**config.mk**
```make
export PLATFORM = sky130hd
export DESIGN_NAME = fpro_bus_arbiter_flat
export DESIGN_NICKNAME = d
export VERILOG_FILES = /design/src/rtl/fpro_bus_arbiter_if.sv /design/src/rtl/fpro_bus_arbiter.sv /design/src/flat_wrapper.sv
export SDC_FILE = /design/constraint.sdc
export NUM_CORES = 1
export LEC_CHECK = 0
export ABC_AREA = 1
export CORE_MARGIN = 2
export CORE_UTILIZATION = 40
export CTS_BUF_LIST = sky130_fd_sc_hd__clkbuf_16
export DETAILED_ROUTE_END_ITERATION = 7
export DONT_BUFFER_PORTS = 1
export SKIP_LAST_GASP = 1
export SLEW_MARGIN = 20
export SYNTH_ARGS = -nofsm -noshare
export SYNTH_HDL_FRONTEND = slang
export SYNTH_SLANG_ARGS = --single-unit
export TNS_END_PERCENT = 50
```
**constraint.sdc**
```tcl
create_clock -name clk -period 3.2 [get_ports clk]
set_input_delay 0.48 -clock clk [delete_from_list [all_inputs] [get_ports clk]]
set_output_delay 0.48 -clock clk [all_outputs]
set_load 0.01 [all_outputs]
```
**src/rtl/fpro_bus_arbiter_if.sv**
```systemverilog
// Bundle of both master request ports and the shared FPro bus, seen from
// the arbiter (slave) and from the masters/bus model side (master).
interface fpro_bus_arbiter_if #(
    parameter int ADDR_W = 21,
    parameter int DATA_W = 32
);
    logic              m0_req,     m1_req;
    logic              m0_wr,      m1_wr;
    logic              m0_video,   m1_video;
    logic [ADDR_W-1:0] m0_addr,    m1_addr;
    logic [DATA_W-1:0] m0_wr_data, m1_wr_data;
    logic              m0_ack,     m1_ack;
    logic [DATA_W-1:0] m0_rd_data, m1_rd_data;
    logic              fp_mmio_cs, fp_video_cs;
    logic              fp_wr,      fp_rd;
    logic [ADDR_W-1:0] fp_addr;
    logic [DATA_W-1:0] fp_wr_data;
    logic [DATA_W-1:0] fp_rd_data;

    modport slave (
        input  m0_req, m1_req, m0_wr, m1_wr, m0_video, m1_video,
        input  m0_addr, m1_addr, m0_wr_data, m1_wr_data, fp_rd_data,
        output m0_ack, m1_ack, m0_rd_data, m1_rd_data,
        output fp_mmio_cs, fp_video_cs, fp_wr, fp_rd, fp_addr, fp_wr_data
    );

    modport master (
        output m0_req, m1_req, m0_wr, m1_wr, m0_video, m1_video,
        output m0_addr, m1_addr, m0_wr_data, m1_wr_data, fp_rd_data,
        input  m0_ack, m1_ack, m0_rd_data, m1_rd_data,
        input  fp_mmio_cs, fp_video_cs, fp_wr, fp_rd, fp_addr, fp_wr_data
    );
endinterface

```
**src/rtl/fpro_bus_arbiter.sv**
```systemverilog
// Round-robin arbiter sharing one FPro bus between two masters; each grant
// runs a single registered bus cycle (XFER) followed by a one-cycle ack.
module fpro_bus_arbiter #(
    parameter int ADDR_W = 21,
    parameter int DATA_W = 32
) (
    input  logic              clk,
    input  logic              reset_n,
    fpro_bus_arbiter_if.slave bus
);
    typedef enum logic [1:0] {IDLE, XFER, ACK} state_t;

    state_t            state_q;
    logic              last_grant_q;
    logic              wr_q, video_q;
    logic              m0_ack_q, m1_ack_q;
    logic [DATA_W-1:0] m0_rd_data_q, m1_rd_data_q;
    logic              fp_mmio_cs_q, fp_video_cs_q, fp_wr_q, fp_rd_q;
    logic [ADDR_W-1:0] fp_addr_q;
    logic [DATA_W-1:0] fp_wr_data_q;

    logic              req_any_d, grant_d, wr_d, video_d;
    logic [ADDR_W-1:0] addr_d;
    logic [DATA_W-1:0] wr_data_d;
    logic [DATA_W-1:0] rd_capture_d;

    // On a tie the master that did not win last time gets the bus.
    always_comb begin
        req_any_d    = bus.m0_req | bus.m1_req;
        grant_d      = bus.m1_req & (~bus.m0_req | ~last_grant_q);
        wr_d         = grant_d ? bus.m1_wr      : bus.m0_wr;
        video_d      = grant_d ? bus.m1_video   : bus.m0_video;
        addr_d       = grant_d ? bus.m1_addr    : bus.m0_addr;
        wr_data_d    = grant_d ? bus.m1_wr_data : bus.m0_wr_data;
        rd_capture_d = video_q ? '0 : bus.fp_rd_data;
    end

    always_ff @(posedge clk or negedge reset_n) begin
        if (!reset_n) begin
            state_q       <= IDLE;
            last_grant_q  <= 1'b1;
            wr_q          <= 1'b0;
            video_q       <= 1'b0;
            m0_ack_q      <= 1'b0;
            m1_ack_q      <= 1'b0;
            m0_rd_data_q  <= '0;
            m1_rd_data_q  <= '0;
            fp_mmio_cs_q  <= 1'b0;
            fp_video_cs_q <= 1'b0;
            fp_wr_q       <= 1'b0;
            fp_rd_q       <= 1'b0;
            fp_addr_q     <= '0;
            fp_wr_data_q  <= '0;
        end else begin
            case (state_q)
                IDLE: begin
                    if (req_any_d) begin
                        last_grant_q  <= grant_d;
                        wr_q          <= wr_d;
                        video_q       <= video_d;
                        // Video is write-only: a video read drives no cs/strobe.
                        fp_mmio_cs_q  <= ~video_d;
                        fp_video_cs_q <= video_d & wr_d;
                        fp_wr_q       <= wr_d;
                        fp_rd_q       <= ~wr_d & ~video_d;
                        fp_addr_q     <= addr_d;
                        fp_wr_data_q  <= wr_data_d;
                        state_q       <= XFER;
                    end
                end
                XFER: begin
                    if (!wr_q) begin
                        if (last_grant_q) m1_rd_data_q <= rd_capture_d;
                        else              m0_rd_data_q <= rd_capture_d;
                    end
                    m0_ack_q      <= ~last_grant_q;
                    m1_ack_q      <= last_grant_q;
                    fp_mmio_cs_q  <= 1'b0;
                    fp_video_cs_q <= 1'b0;
                    fp_wr_q       <= 1'b0;
                    fp_rd_q       <= 1'b0;
                    fp_addr_q     <= '0;
                    fp_wr_data_q  <= '0;
                    state_q       <= ACK;
                end
                ACK: begin
                    m0_ack_q <= 1'b0;
                    m1_ack_q <= 1'b0;
                    state_q  <= IDLE;
                end
                default: begin
                    m0_ack_q <= 1'b0;
                    m1_ack_q <= 1'b0;
                    state_q  <= IDLE;
                end
            endcase
        end
    end

    assign bus.m0_ack      = m0_ack_q;
    assign bus.m1_ack      = m1_ack_q;
    assign bus.m0_rd_data  = m0_rd_data_q;
    assign bus.m1_rd_data  = m1_rd_data_q;
    assign bus.fp_mmio_cs  = fp_mmio_cs_q;
    assign bus.fp_video_cs = fp_video_cs_q;
    assign bus.fp_wr       = fp_wr_q;
    assign bus.fp_rd       = fp_rd_q;
    assign bus.fp_addr     = fp_addr_q;
    assign bus.fp_wr_data  = fp_wr_data_q;
endmodule

```
**src/flat_wrapper.sv**
```systemverilog
// flat-port wrapper written by rule: the top's interface ports become plain ports
module fpro_bus_arbiter_flat 
#(
    parameter int ADDR_W = 21,
    parameter int DATA_W = 32
)
  (clk, reset_n, bus_m0_req, bus_m1_req, bus_m0_wr, bus_m1_wr, bus_m0_video, bus_m1_video, bus_m0_addr, bus_m1_addr, bus_m0_wr_data, bus_m1_wr_data, bus_fp_rd_data, bus_m0_ack, bus_m1_ack, bus_m0_rd_data, bus_m1_rd_data, bus_fp_mmio_cs, bus_fp_video_cs, bus_fp_wr, bus_fp_rd, bus_fp_addr, bus_fp_wr_data);
  fpro_bus_arbiter_if #(.ADDR_W(ADDR_W), .DATA_W(DATA_W)) bus_i ();
  input  logic clk;
  input  logic reset_n;
  input wire logic [$bits(bus_i.m0_req)-1:0] bus_m0_req;
  input wire logic [$bits(bus_i.m1_req)-1:0] bus_m1_req;
  input wire logic [$bits(bus_i.m0_wr)-1:0] bus_m0_wr;
  input wire logic [$bits(bus_i.m1_wr)-1:0] bus_m1_wr;
  input wire logic [$bits(bus_i.m0_video)-1:0] bus_m0_video;
  input wire logic [$bits(bus_i.m1_video)-1:0] bus_m1_video;
  input wire logic [$bits(bus_i.m0_addr)-1:0] bus_m0_addr;
  input wire logic [$bits(bus_i.m1_addr)-1:0] bus_m1_addr;
  input wire logic [$bits(bus_i.m0_wr_data)-1:0] bus_m0_wr_data;
  input wire logic [$bits(bus_i.m1_wr_data)-1:0] bus_m1_wr_data;
  input wire logic [$bits(bus_i.fp_rd_data)-1:0] bus_fp_rd_data;
  output wire logic [$bits(bus_i.m0_ack)-1:0] bus_m0_ack;
  output wire logic [$bits(bus_i.m1_ack)-1:0] bus_m1_ack;
  output wire logic [$bits(bus_i.m0_rd_data)-1:0] bus_m0_rd_data;
  output wire logic [$bits(bus_i.m1_rd_data)-1:0] bus_m1_rd_data;
  output wire logic [$bits(bus_i.fp_mmio_cs)-1:0] bus_fp_mmio_cs;
  output wire logic [$bits(bus_i.fp_video_cs)-1:0] bus_fp_video_cs;
  output wire logic [$bits(bus_i.fp_wr)-1:0] bus_fp_wr;
  output wire logic [$bits(bus_i.fp_rd)-1:0] bus_fp_rd;
  output wire logic [$bits(bus_i.fp_addr)-1:0] bus_fp_addr;
  output wire logic [$bits(bus_i.fp_wr_data)-1:0] bus_fp_wr_data;
  assign bus_i.m0_req = bus_m0_req;
  assign bus_i.m1_req = bus_m1_req;
  assign bus_i.m0_wr = bus_m0_wr;
  assign bus_i.m1_wr = bus_m1_wr;
  assign bus_i.m0_video = bus_m0_video;
  assign bus_i.m1_video = bus_m1_video;
  assign bus_i.m0_addr = bus_m0_addr;
  assign bus_i.m1_addr = bus_m1_addr;
  assign bus_i.m0_wr_data = bus_m0_wr_data;
  assign bus_i.m1_wr_data = bus_m1_wr_data;
  assign bus_i.fp_rd_data = bus_fp_rd_data;
  assign bus_m0_ack = bus_i.m0_ack;
  assign bus_m1_ack = bus_i.m1_ack;
  assign bus_m0_rd_data = bus_i.m0_rd_data;
  assign bus_m1_rd_data = bus_i.m1_rd_data;
  assign bus_fp_mmio_cs = bus_i.fp_mmio_cs;
  assign bus_fp_video_cs = bus_i.fp_video_cs;
  assign bus_fp_wr = bus_i.fp_wr;
  assign bus_fp_rd = bus_i.fp_rd;
  assign bus_fp_addr = bus_i.fp_addr;
  assign bus_fp_wr_data = bus_i.fp_wr_data;
  fpro_bus_arbiter #(.ADDR_W(ADDR_W), .DATA_W(DATA_W)) u_core (.clk(clk), .reset_n(reset_n), .bus(bus_i));
endmodule
```
# ---- After elaboration in Yosys (flattened, before gate mapping)
# Index checks and enable logic that the tools add are counted.
dict set report op_classes {
  n_eq_ne 2
  mux 21
  bitwise 10
  n_reduce_logical 6
}
# op n
set op_table {}
lappend op_table {{$mux 32} 3}
lappend op_table {{$pmux 32 s2} 1}
lappend op_table {{$mux 21} 2}
lappend op_table {{$pmux 21 s2} 1}
lappend op_table {{$pmux 1 s2} 6}
lappend op_table {{$mux 1} 6}
lappend op_table {{$reduce_and 3->1} 2}
lappend op_table {{$not 1->1} 5}
lappend op_table {{$pmux 2 s2} 1}
lappend op_table {{$reduce_and 2->1} 2}
lappend op_table {{$and 1x1->1} 3}
lappend op_table {{$eq 2x1->1 const B} 1}
lappend op_table {{$logic_not 2->1} 1}
lappend op_table {{$mux 2} 1}
lappend op_table {{$ne 2x1->1 const B} 1}
lappend op_table {{$or 1x1->1} 2}
lappend op_table {{$reduce_bool 2->1} 1}
dict set report totals {
  ff_bits 128
  inputBits 146
  out_inout_bits 123
  word_cells 53
}

# ---- Depth between registers and ports, before layout
dict set report logic_depth {
  ltp_word 8
  mapped_depth 8
}

# ---- Worst setup path after synthesis
# Ideal clock, no wire load.
dict set report synth_timing {
  kind {register -> register}
  from {reg u_core.last_grant_q}
  to {reg u_core.m1_rd_data_q[1], in the netlist u_core.bus.m1_rd_data[1]}
  setup_ns 0.117
  arrival_ns 1.280
  t_required_ns 3.083
  slack_ns 1.803
  path_stages_with_launch 5
  path_buffers 1
  period_less_slack_ns 1.397
  path_cell_list {dfstp_2 > inv_2 > nor3_4 > buf_6 > o21ai_2}
}
dict set report synth_between {
  elab_chain_cells 1
}
# item line
set synth_rtl {}
lappend synth_rtl {{start, declared} fpro_bus_arbiter.sv:14} ;# logic last_grant_q;
lappend synth_rtl {{start signal, assigned} fpro_bus_arbiter.sv:58} ;# last_grant_q <= grant_d;
lappend synth_rtl {{$reduce_and 3->1 (no source line)} --}
lappend synth_rtl {{end signal, assigned} fpro_bus_arbiter.sv:73} ;# if (last_grant_q) m1_rd_data_q <= rd_capture_d;
lappend synth_rtl {{end, declared} fpro_bus_arbiter.sv:17} ;# logic [DATA_W-1:0] m0_rd_data_q, m1_rd_data_q;
# No other way between the ends.
# A chain may end at the register's enable or synchronous reset.

# ---- Worst setup path in the final report
# Ends and elaborated chain as after synthesis.

==> flow_metrics.py <==
metrics = {
    "drt": {
        "drtIter0Drc": 323,
        "viasPerCell": 5.06,
        "routed_wl_um": 14300,
        "drcViolationCount": 0,
        "ant_nets": 0,
        "wl_per_cell_um": 16.5,
        "vias": 4358,
        "drt-pass1-iter-count": 5,
    },
    "logic_synthesis": {
        "yosysUniqueCellTypes": 21,
        "yosysWarningCount": 0,
        "ys_ff_latch": 128,
        "syn_area_per_cell_sq_um": 8.44,
        "syn-cell-area_sq_mm": 0.00576,
        "synth_nets": 828,
        "postSynthCellCount": 682,
        "ys_seq_area_share_pct": 55.7,
    },
    "power": {
        "p_seq_share_pct": 48.2,
        "peakVddDrop_mv": 0.371,
        "clock_power_share_pct": 28.7,
        "p_comb_share_pct": 23.1,
        "power_density_mw_per_mm2": 997,
        "p_leak_nw": 2.96,
        "switching_share_pct": 39.1,
        "power.switching_mw": 2.48,
        "p_int_mw": 3.85,
    },
    "clock_tree": {
        "worstSkewPairLatency_ps": 410,
        "cts_setup_buffers": 0,
        "clockBufferDepth": 2,
        "h-tree-depth": 4,
        "path_clk_slew_ps": 60,
        "cts_buffers": 17,
        "clkSinkCount": 128,
        "cts_resized": 0,
        "cts_tree": "yes",
        "root_buffer": "clkbuf_16",
    },
    "global_routing": {
        "antenna_found_initial": 1,
        "grt.met1_usage_pct": 21.1,
        "gr-max-usage-layer": "met2",
        "grt_pass1_wl_um": 21600,
        "met2_usage_pct": 29.8,
        "use_met3_pct": 8.52,
        "grt_usage_pct": 18.5,
        "grt_pass1_vias": 4289,
        "grt_max_degree": 129,
        "grt.overflow.total": 0,
    },
    "placed_design": {
        "dp_cells": 828,
        "place_hpwl_um": 9800,
        "port-buffer-count": 0,
        "place_congestion": 0.796,
    },
    "sta": {
        "fmax_ghz": 0.537,
        "finalCritPeriodShare_pct": 58.2,
        "slew_violations": 0,
        "relSlewSlack_pct": 39.7,
        "rsz0062_at_grt": "no",
        "timing.hold.ws_ps": -238,
        "hold_viol": 127,
        "fin_tns_setup_ps": 0,
        "max_slew.worst_pin.slew_ps": 904,
        "finalSetupViolations": 0,
        "fin_skew_ps": 5.09,
        "finalCriticalPeriod_ps": 1860,
    },
    "worst_hold_path": {
        "worstHoldPathType": "in2async",
    },
    "critical_path": {
        "cp_cell_sequence": "inv_2 -> nor3_4 -> buf_4 -> nand2_1 -> o21ai_2",
        "path_class": "reg2reg",
        "crit_slowest_cell": "buf_4",
        "startpoint_type": "flip-flop",
        "arrival_ps": 2190,
        "cp.required_ps": 3530,
        "crit_path_end_kind": "flip-flop",
        "cp_max_fo": 64,
        "max_stage_delay_ps": 620,
    },
    "cells_and_area": {
        "fill_cells": 1389,
        "drive_gt1_share_pct": 10.6,
        "area_growth_pct": 10.2,
        "finalNonFillerCells": 862,
        "layout.nets": 813,
    },
    "floorplanning": {
        "io_pins": 269,
        "fp.dieH_um": 124,
        "coreArea_sq_mm": 0.0140,
        "floorplan.initialDensity_pct": 41.2,
        "die_w_um": 124,
        "die_area_sq_mm": 0.0154,
        "rows": 43,
    },
    "outcome": {
        "outcome": "complete, but fails checks",
        "violations": "negative hold slack",
    },
    "run": {
        "max-cap-violations": 0,
    },
}
==> kinds of logic after synthesis <==
logic type / share of synthesized area, %
and+or+nand+nor: 16.1
AOI/OAI and AO/OA: 17.1
buffers and inverters: 11.1
DFF: 55.7
==> power groups by stage <==
| stage | clock network (mW) | registers, mW | logic [mW] |
|---|---|---|---|
| CTS | 1.85 | 3.06 | 1.48 |
| global route | 1.93 | 3.14 | 1.71 |
| global placement | 0 | 3.06 | 1.40 |
| finish | 1.82 | 3.05 | 1.46 |
| detailed placement | 0 | 3.07 | 1.49 |
| floorplan | 0 | 2.83 | 1.35 |
==> Yosys cell counts <==
cell type | count | area [sq um]
nand2_1 | 138 | 518
o21ai_0 | 128 | 641
dfrtp_1 | 127 | 3180
inv_1 | 103 | 387
nor2_1 | 88 | 330
o21ai_2 | 30 | 263
o21ai_1 | 15 | 75.1
buf_2 | 12 | 60.1
clkbuf_1 | 11 | 41.3
buf_6 | 8 | 90.1
buf_4 | 5 | 37.5
buf_1 | 3 | 11.3
inv_2 | 3 | 11.3
nand3_1 | 2 | 10.0
nor2_2 | 2 | 12.5
nor3_4 | 2 | 32.5
dfstp_2 | 1 | 26.3
nand2_2 | 1 | 6.26
nand3b_1 | 1 | 7.51
nor2_4 | 1 | 11.3
o21a_1 | 1 | 7.51
==> sequential cells by signal, summed over array words and instances, names as in the netlist <==
register / cells
u_core.bus.fp_wr_data: 32
u_core.bus.m0_rd_data: 32
u_core.bus.m1_rd_data: 32
u_core.bus.fp_addr: 21
u_core.state_q: 2
u_core.bus.fp_mmio_cs: 1
u_core.bus.fp_rd: 1
u_core.bus.fp_video_cs: 1
u_core.bus.fp_wr: 1
u_core.bus.m0_ack: 1
u_core.bus.m1_ack: 1
u_core.last_grant_q: 1
u_core.video_q: 1
u_core.wr_q: 1
==> layout by cell type (no fill, tap or decap), drive strengths merged <==
| master | netlist | routed |
|---|---|---|
| bufinv | 0 | 2 |
| inv | 106 | 108 |
| diode | 0 | 2 |
| dfrtp | 127 | 127 |
| nor2 | 91 | 91 |
| clkinv | 0 | 8 |
| nor3 | 2 | 2 |
| dfstp | 1 | 1 |
| buf | 28 | 5 |
| clkbuf | 11 | 17 |
| nand3 | 2 | 2 |
| o21a | 1 | 1 |
| clkinvlp | 0 | 3 |
| nand3b | 1 | 1 |
| o21ai | 173 | 173 |
| nand2 | 139 | 139 |
==> stage by stage <==
stage	util, %	instance area, sq um	total power [mW]	hold slack, ps	worst slack, ps
6_report	45.4	6340	6.33	-238	1340
5_1_grt	45.3	6340	6.78	-262	1170
4_1_cts	45.3	6340	6.39	-256	1320
3_5_place_dp	41.4	5780	4.56	187	1350
3_3_place_gp	41.4	5780	4.47	188	1400
2_1_floorplan	-	5760	4.18	184	1800
==> per-layer routing <==
layer | wire, um | part of all wire (%)
met5 | 0 | 0
met4 | 249 | 1.7
met3 | 1600 | 11
met2 | 6950 | 49
met1 | 5450 | 38
==> path summary, 6_finish.rpt <==
| check | from | endpoint | slack [ps] | cells after the start |
|---|---|---|---|---|
| worst max-delay path | u_core.last_grant_q | u_core.bus.m1_rd_data[1] | 1340 | 5 |
| worst min-delay path | reset_n | u_core.bus.m0_rd_data[21] | -240 | 0 |
| worst max register to register | u_core.last_grant_q | u_core.bus.m1_rd_data[1] | 1340 | 5 |
| worst min register to register | u_core.bus.fp_wr_data[23] | u_core.bus.fp_wr_data[23] | 550 | 2 |
| max in group asynchronous | reset_n | u_core.last_grant_q | 3150 | 0 |
| min in group clk | bus_m0_wr_data[12] | u_core.bus.fp_wr_data[12] | 240 | 2 |
==> layout make-up <==
cell class	count	area (sq um)	share of cell area, %
clock buffers	17	425	6.70
flip-flops and latches	128	3210	50.5
repair buffers	5	37.5	0.592
well taps	180	225	3.55
inverters	106	398	6.27
diodes	2	5.00	0.0789
clock inverters	15	129	2.03
multi-input cells	409	1920	30.3
==> critical path: cells and delay by family, from the launching register on <==
kind / cells / cell delay [ps]
simple gates: 2 / 340
buf+inv: 2 / 690
flops: 1 / 590
compound gates: 1 / 100
(Power assumes the default switching activity.)
